--- config.mk ---
export PLATFORM = sky130hd
export DESIGN_NAME = vga_frame_scheduler
export DESIGN_NICKNAME = d
export VERILOG_FILES = /design/src/rtl/vga_timing_pkg.sv /design/src/rtl/vga_sync_counter.sv /design/src/rtl/vga_frame_scheduler.sv
export SDC_FILE = /design/constraint.sdc
export NUM_CORES = 1
export LEC_CHECK = 0
export ABC_AREA = 0
export CAP_MARGIN = 0
export CORE_AREA = 2 2 72 74
export DETAILED_ROUTE_END_ITERATION = 16
export DIE_AREA = 0 0 74 76
export PLACE_DENSITY = 0.87
export SETUP_SLACK_MARGIN = 0.3
export SLEW_MARGIN = 20
export SYNTH_ARGS = -nofsm -noshare
export SYNTH_HDL_FRONTEND = slang
export SYNTH_SLANG_ARGS = --single-unit
--- constraint.sdc ---
create_clock -name clk_25MHz -period 4.11 [get_ports clk_25MHz]
set_clock_uncertainty 0.2 [all_clocks]
set_input_delay 0.411 -clock clk_25MHz [delete_from_list [all_inputs] [get_ports clk_25MHz]]
set_output_delay 0.411 -clock clk_25MHz [all_outputs]
set_load 0.02 [all_outputs]
--- src/rtl/vga_timing_pkg.sv ---
// vga_timing_pkg: 640x480@60 timing constants and the frame-memory scheduler state type.
// Ports: none (package shared by vga_sync_counter and vga_frame_scheduler).
package vga_timing_pkg;
    localparam logic [15:0] VGA_H_ACTIVE    = 16'd640;
    localparam logic [15:0] VGA_H_FP        = 16'd16;
    localparam logic [15:0] VGA_H_SYNC      = 16'd96;
    localparam logic [15:0] VGA_H_BP        = 16'd48;
    localparam logic [15:0] VGA_H_TOTAL     = VGA_H_ACTIVE + VGA_H_FP + VGA_H_SYNC + VGA_H_BP;
    localparam logic [15:0] VGA_V_ACTIVE    = 16'd480;
    localparam logic [15:0] VGA_V_FP        = 16'd10;
    localparam logic [15:0] VGA_V_SYNC      = 16'd2;
    localparam logic [15:0] VGA_V_BP        = 16'd33;
    localparam logic [15:0] VGA_V_TOTAL     = VGA_V_ACTIVE + VGA_V_FP + VGA_V_SYNC + VGA_V_BP;
    localparam logic [15:0] VGA_GUARD_LINES = 16'd2;

    typedef enum logic [1:0] {IDLE, WAIT_BLK, GRANTED, RELEASE} sched_state_e;
endpackage

--- src/rtl/vga_sync_counter.sv ---
// vga_sync_counter: h/v pixel counters with registered hsync/vsync/video_on/frame_start.
// Ports: clk_i, rst_i (sync, active-high); h_count_o/v_count_o current position;
//        h_next_o/v_next_o position of the next cycle; hsync_o/vsync_o active-low syncs;
//        video_on_o visible-area flag; frame_start_o pulse at position 0/0.
module vga_sync_counter
    import vga_timing_pkg::*;
#(
    parameter logic [15:0] H_ACTIVE = VGA_H_ACTIVE,
    parameter logic [15:0] H_FP     = VGA_H_FP,
    parameter logic [15:0] H_SYNC   = VGA_H_SYNC,
    parameter logic [15:0] H_BP     = VGA_H_BP,
    parameter logic [15:0] V_ACTIVE = VGA_V_ACTIVE,
    parameter logic [15:0] V_FP     = VGA_V_FP,
    parameter logic [15:0] V_SYNC   = VGA_V_SYNC,
    parameter logic [15:0] V_BP     = VGA_V_BP
) (
    input  logic        clk_i,
    input  logic        rst_i,
    output logic [15:0] h_count_o,
    output logic [15:0] v_count_o,
    output logic [15:0] h_next_o,
    output logic [15:0] v_next_o,
    output logic        hsync_o,
    output logic        vsync_o,
    output logic        video_on_o,
    output logic        frame_start_o
);
    localparam logic [15:0] H_LAST   = H_ACTIVE + H_FP + H_SYNC + H_BP - 16'd1;
    localparam logic [15:0] V_LAST   = V_ACTIVE + V_FP + V_SYNC + V_BP - 16'd1;
    localparam logic [15:0] HS_FIRST = H_ACTIVE + H_FP;
    localparam logic [15:0] HS_LAST  = HS_FIRST + H_SYNC - 16'd1;
    localparam logic [15:0] VS_FIRST = V_ACTIVE + V_FP;
    localparam logic [15:0] VS_LAST  = VS_FIRST + V_SYNC - 16'd1;

    logic [15:0] h_q, v_q, h_d, v_d;
    logic        hs_q, vs_q, vid_q, fs_q;

    always_comb begin
        h_d = (h_q == H_LAST) ? 16'd0 : h_q + 16'd1;
        v_d = (h_q != H_LAST) ? v_q : (v_q == V_LAST) ? 16'd0 : v_q + 16'd1;
    end

    // Flags are derived from the next position so they line up with the counters they describe.
    always_ff @(posedge clk_i) begin
        if (rst_i) begin
            h_q   <= 16'd0;
            v_q   <= 16'd0;
            hs_q  <= 1'b1;
            vs_q  <= 1'b1;
            vid_q <= 1'b0;
            fs_q  <= 1'b0;
        end else begin
            h_q   <= h_d;
            v_q   <= v_d;
            hs_q  <= !(h_d >= HS_FIRST && h_d <= HS_LAST);
            vs_q  <= !(v_d >= VS_FIRST && v_d <= VS_LAST);
            vid_q <= (h_d < H_ACTIVE) && (v_d < V_ACTIVE);
            fs_q  <= (h_d == 16'd0) && (v_d == 16'd0);
        end
    end

    assign h_count_o     = h_q;
    assign v_count_o     = v_q;
    assign h_next_o      = h_d;
    assign v_next_o      = v_d;
    assign hsync_o       = hs_q;
    assign vsync_o       = vs_q;
    assign video_on_o    = vid_q;
    assign frame_start_o = fs_q;
endmodule

--- src/rtl/vga_frame_scheduler.sv ---
// vga_frame_scheduler: VGA timing plus vertical-blanking-only frame-memory access arbitration.
// Ports: clk_25MHz, reset (sync, active-high); h_count/v_count position; hsync/vsync active-low;
//        video_on, frame_start; upd_req (level) / upd_grant / upd_done (pulse) handshake with the
//        game-state writer; upd_abort pulses when a grant is revoked at the end of blanking.
module vga_frame_scheduler
    import vga_timing_pkg::*;
#(
    parameter logic [15:0] H_ACTIVE    = VGA_H_ACTIVE,
    parameter logic [15:0] H_FP        = VGA_H_FP,
    parameter logic [15:0] H_SYNC      = VGA_H_SYNC,
    parameter logic [15:0] H_BP        = VGA_H_BP,
    parameter logic [15:0] V_ACTIVE    = VGA_V_ACTIVE,
    parameter logic [15:0] V_FP        = VGA_V_FP,
    parameter logic [15:0] V_SYNC      = VGA_V_SYNC,
    parameter logic [15:0] V_BP        = VGA_V_BP,
    parameter logic [15:0] GUARD_LINES = VGA_GUARD_LINES
) (
    input  logic        clk_25MHz,
    input  logic        reset,
    output logic [15:0] h_count,
    output logic [15:0] v_count,
    output logic        hsync,
    output logic        vsync,
    output logic        video_on,
    output logic        frame_start,
    input  logic        upd_req,
    output logic        upd_grant,
    input  logic        upd_done,
    output logic        upd_abort
);
    localparam logic [15:0] V_LAST  = V_ACTIVE + V_FP + V_SYNC + V_BP - 16'd1;
    localparam logic [15:0] WIN_END = V_LAST - GUARD_LINES;

    logic [15:0]  h_next, v_next;
    logic         win_n, abort_pt_n, frame_n, abort_d, abort_q;
    sched_state_e state_q, state_d;

    vga_sync_counter #(
        .H_ACTIVE(H_ACTIVE), .H_FP(H_FP), .H_SYNC(H_SYNC), .H_BP(H_BP),
        .V_ACTIVE(V_ACTIVE), .V_FP(V_FP), .V_SYNC(V_SYNC), .V_BP(V_BP)
    ) u_cnt (
        .clk_i(clk_25MHz),
        .rst_i(reset),
        .h_count_o(h_count),
        .v_count_o(v_count),
        .h_next_o(h_next),
        .v_next_o(v_next),
        .hsync_o(hsync),
        .vsync_o(vsync),
        .video_on_o(video_on),
        .frame_start_o(frame_start)
    );

    // Decisions look at the next position so grant/abort change on the exact cycle they name.
    assign win_n      = (v_next >= V_ACTIVE) && (v_next <= WIN_END);
    assign abort_pt_n = (v_next == V_LAST) && (h_next == 16'd0);
    assign frame_n    = (v_next == 16'd0) && (h_next == 16'd0);

    always_comb begin
        state_d = state_q;
        abort_d = 1'b0;
        case (state_q)
            IDLE:     state_d = !upd_req ? IDLE : win_n ? GRANTED : WAIT_BLK;
            WAIT_BLK: state_d = !upd_req ? IDLE : win_n ? GRANTED : WAIT_BLK;
            GRANTED: begin
                state_d = (upd_done || abort_pt_n) ? RELEASE : GRANTED;
                abort_d = abort_pt_n && !upd_done;
            end
            // A held request re-arms only at the next frame, giving at most one grant per frame.
            RELEASE:  state_d = (!upd_req || frame_n) ? IDLE : RELEASE;
            default:  state_d = IDLE;
        endcase
    end

    always_ff @(posedge clk_25MHz) begin
        if (reset) begin
            state_q <= IDLE;
            abort_q <= 1'b0;
        end else begin
            state_q <= state_d;
            abort_q <= abort_d;
        end
    end

    assign upd_grant = (state_q == GRANTED);
    assign upd_abort = abort_q;
endmodule

==> results.toml <==
[run_status]
outcome = "finished clean"

[setup_path]
setup.worst_path.end_class = "flip-flop"
worst_ep_arrival_time_ns = 3.40
timing.setup.critical_path_class = "flip-flop to flip-flop"
worstSetupEndpoint = "state_q[0]"
crit_path_frequent_cell = "sky130_fd_sc_hd__or4_1"
crit_slowest_cell = "sky130_fd_sc_hd__or4_1"
r2r_end = "state_q[0]"
setup.reg_to_reg.worst_slack_ns = 0.74
r2r_start = "u_cnt.v_count_o[1]"
critical_path.max_fanout = 10
worstPathRequired_ns = 4.13
timing.reg2reg.worst_path_depth = 9
setup.worst_path.start_class = "flip-flop"
timing.critical_path.from = "u_cnt.v_count_o[1]"
timing.critical_path.slowest_cell_delay_ns = 0.64
cells_along_the_critical_path = "ha_1 > nand2_2 > or4_1 > or4_1 > o211ai_1 > nor2_1 > a22o_2 > a2bb2oi_2 > a31oi_1"

[sta]
fin_crit_sh_pct = 82.1
period_minus_slack_ns = 3.37
slew_headroom_pct = 64.5
setup_violations = 0
hold-worst-slack_ns = 0.319
finalMaxSlewViolations = 0
worst_slew_pin_slew_ns = 0.527
unrepaired_setup_endpoints_after_global_routing = "false"
totalNegativeSetupSlack_ns = 0
achievable-frequency_ghz = 0.296
final-hold-violation-count = 0

[power]
power_per_cell_area_nw_per_um2 = 225
power.leakage_uw = 0.000986
worst_ir_drop_vdd_mv = 0.201

[yosys]
number_of_synthesized_register_bits = 39
netlist.top_cell.by_area = "sky130_fd_sc_hd__dfxtp_1"
syn-num-nets = 330
synthesis.area_per_instance_sq_um = 7.85
synth_commonest_cells = "40 x sky130_fd_sc_hd__nor2_1, 39 x sky130_fd_sc_hd__dfxtp_1, 22 x sky130_fd_sc_hd__nand2_1, 17 x sky130_fd_sc_hd__xnor2_1, 16 x sky130_fd_sc_hd__nor3_1"
synth_enable_flop_cells = 0
yosys.cell_types.count = 61
yosys_most_used_dff = "sky130_fd_sc_hd__dfxtp_1"
synth.cell_area_sq_um = 2520
yosysMostFrequentCell = "sky130_fd_sc_hd__nor2_1"
synth-seq-area-share_pct = 31.0
yosysWarningCount = 0
post_synth_inst_count = 321
yosysTopAreaCellShare_pct = 31.0
share_of_flip_flops_with_an_asynchronous_set_or_reset_after_synthesis_pct = 0
biggest_area_contributors_in_the_synthesized_netlist = "sky130_fd_sc_hd__dfxtp_1 31%, sky130_fd_sc_hd__nor2_1 6.0%, sky130_fd_sc_hd__xnor2_1 5.9%"

[place]
buffer_ports.inserted = 41
routabilityCongestion = 0.941
dp_hpwl_microns = 4720

[global_routing]
grtUsageMet2_pct = 38.9
grt_start_max_net_pins = 24
grt_busiest_layer = "met2"
globalRouteMet1Util_pct = 29.5
antenna_found_initial = 0
grtUsageTotal_pct = 24.1
met3_layer_usage_reported_by_global_route_pct = 5.29
grt_pass1_wl_microns = 10700
globalRouteOverflowTotal = 0
grt_pass1_vias = 2296

[clocking]
worst_skew_pair.late_latency_ns = 0.30
tritoncts = "built"
buffers_inserted_by_post_cts_timing_repair = 0
cts_buffer_depth = 2
quantity_of_gates_resized_following_cts = 0
root_buf_cell = "sky130_fd_sc_hd__clkbuf_8"
cts.hold.buffers_added = 0
clock_transition_time_at_the_flip_flop_clock_pins_of_the_worst_setup_and_hold_paths_ns = 0.07
htree_num_levels = 2
cts_inserted_buffers = 5
cts_sinks = 39

[route]
drt-wirelength-per-cell_microns = 15.1
drtIter0Drc = 226
avgViaCountPerCell = 5.91
via_count = 2501
first_pass_iteration_count_of_the_detailed_router = 4
drc = 0
antenna_left = 0
routed_wl_microns = 6390

[die]
initial_utilization_pct = 51.3
ios = 42
chipWidth_microns = 74
core.rowCount = 26
fp.dieH_microns = 76
die_area_sq_um = 5620
placeableCoreArea_sq_um = 4910

[layout]
filler_cell_count = 427
area_growth_pct = 20.3
fin_nets = 361
register_area_sq_um = 781
antenna_cells = 0
total_area_of_multi_input_combinational_cells_sq_um = 1610
final_layout_size_suffix_gt1_share_pct = 7.37

[hold_path]
type_of_the_most_critical_hold_path = "flip-flop to flip-flop"

[flow_run]
drv_cap = 0
## flip-flops by register name, summed over array words and instances (netlist names)
name / flops
u_cnt.h_count_o: 16
u_cnt.v_count_o: 16
state_q: 2
u_cnt.frame_start_o: 1
u_cnt.hsync_o: 1
u_cnt.video_on_o: 1
u_cnt.vsync_o: 1
upd_abort: 1
## routing by layer
layer  vias up  wire (microns)
li1       1223               -
met1      1150            2570
met2       102            3140
met3        26             426
met4         0             252
met5         -               0
## layout make-up
cell class / instances / share of cell area (%)
Inverter: 10 / 1.24
Clock inverter: 1 / 0.165
Clock buffer: 7 / 2.52
Tap cell: 70 / 2.89
Sequential cell: 39 / 25.7
Timing Repair Buffer: 44 / 14.3
Multi-Input combinational cell: 252 / 53.2
## layout by cell type (no fill, tap or decap), types with 6 or more instances in the layout
cell type and n:
sky130_fd_sc_hd__clkdlybuf4s50_1 41, sky130_fd_sc_hd__nor2_1 40, sky130_fd_sc_hd__dfxtp_1 39, sky130_fd_sc_hd__nand2_1 22, sky130_fd_sc_hd__xnor2_1 17, sky130_fd_sc_hd__nor3_1 16
sky130_fd_sc_hd__nor4_1 13, sky130_fd_sc_hd__nand3_1 13, sky130_fd_sc_hd__o21ai_0 13, sky130_fd_sc_hd__nand4_1 12, sky130_fd_sc_hd__inv_1 10, sky130_fd_sc_hd__a21oi_1 10
sky130_fd_sc_hd__xor2_1 8, sky130_fd_sc_hd__or4_1 6, sky130_fd_sc_hd__or3_1 6
## kinds of logic after synthesis
logic type,after synthesis,share of synthesized area [%]
compound gates,54,15.6
xor+xnor,25,8.68
fa+ha+maj,5,2.48
buf+inv,30,5.06
flops,39,31.0
mux,2,0.844
simple gates,166,36.4
## power by group
part / switching (uW) / total, uW / internal, uW
Clock: 129 / 248 / 119
Sequential: 7.89 / 390 / 383
Combinational: 24.4 / 43.6 / 19.2
Total: 162 / 682 / 521
## stage by stage
stage	power [uW]	cell area, sq um	setup slack, ns	util (%)	std cells
after floorplan	424	2520	0.963	-	321
after global placement	442	2950	0.824	60.1	415
final	682	3030	0.736	61.7	423
after CTS	687	3030	0.742	61.7	423
after global routing	707	3030	0.507	61.7	423
after detailed placement	443	2950	0.792	60.1	415
## worst min path at each step
| stage | end | cells after the start | startpoint | slack, ns |
|---|---|---|---|---|
| floorplan | state_q[0] | 2 | state_q[0] | 0.27 |
| global placement | u_cnt.h_count_o[0] | 1 | u_cnt.h_count_o[0] | 0.30 |
| detailed placement | u_cnt.h_count_o[0] | 1 | u_cnt.h_count_o[0] | 0.31 |
| CTS | state_q[0] | 2 | state_q[0] | 0.33 |
| global route | u_cnt.h_count_o[0] | 1 | u_cnt.h_count_o[0] | 0.37 |
| finish | state_q[0] | 2 | state_q[0] | 0.32 |
## worst max-delay path, delay by kind of cell, from the launching register on
kind                       cells  cell delay, ns
DFF                            1            0.51
AOI/OAI and AO/OA              4            0.78
adders and majority gates      1            0.37
and+or+nand+nor                4            1.45
Note: power is estimated with default switching activity, not from simulation.
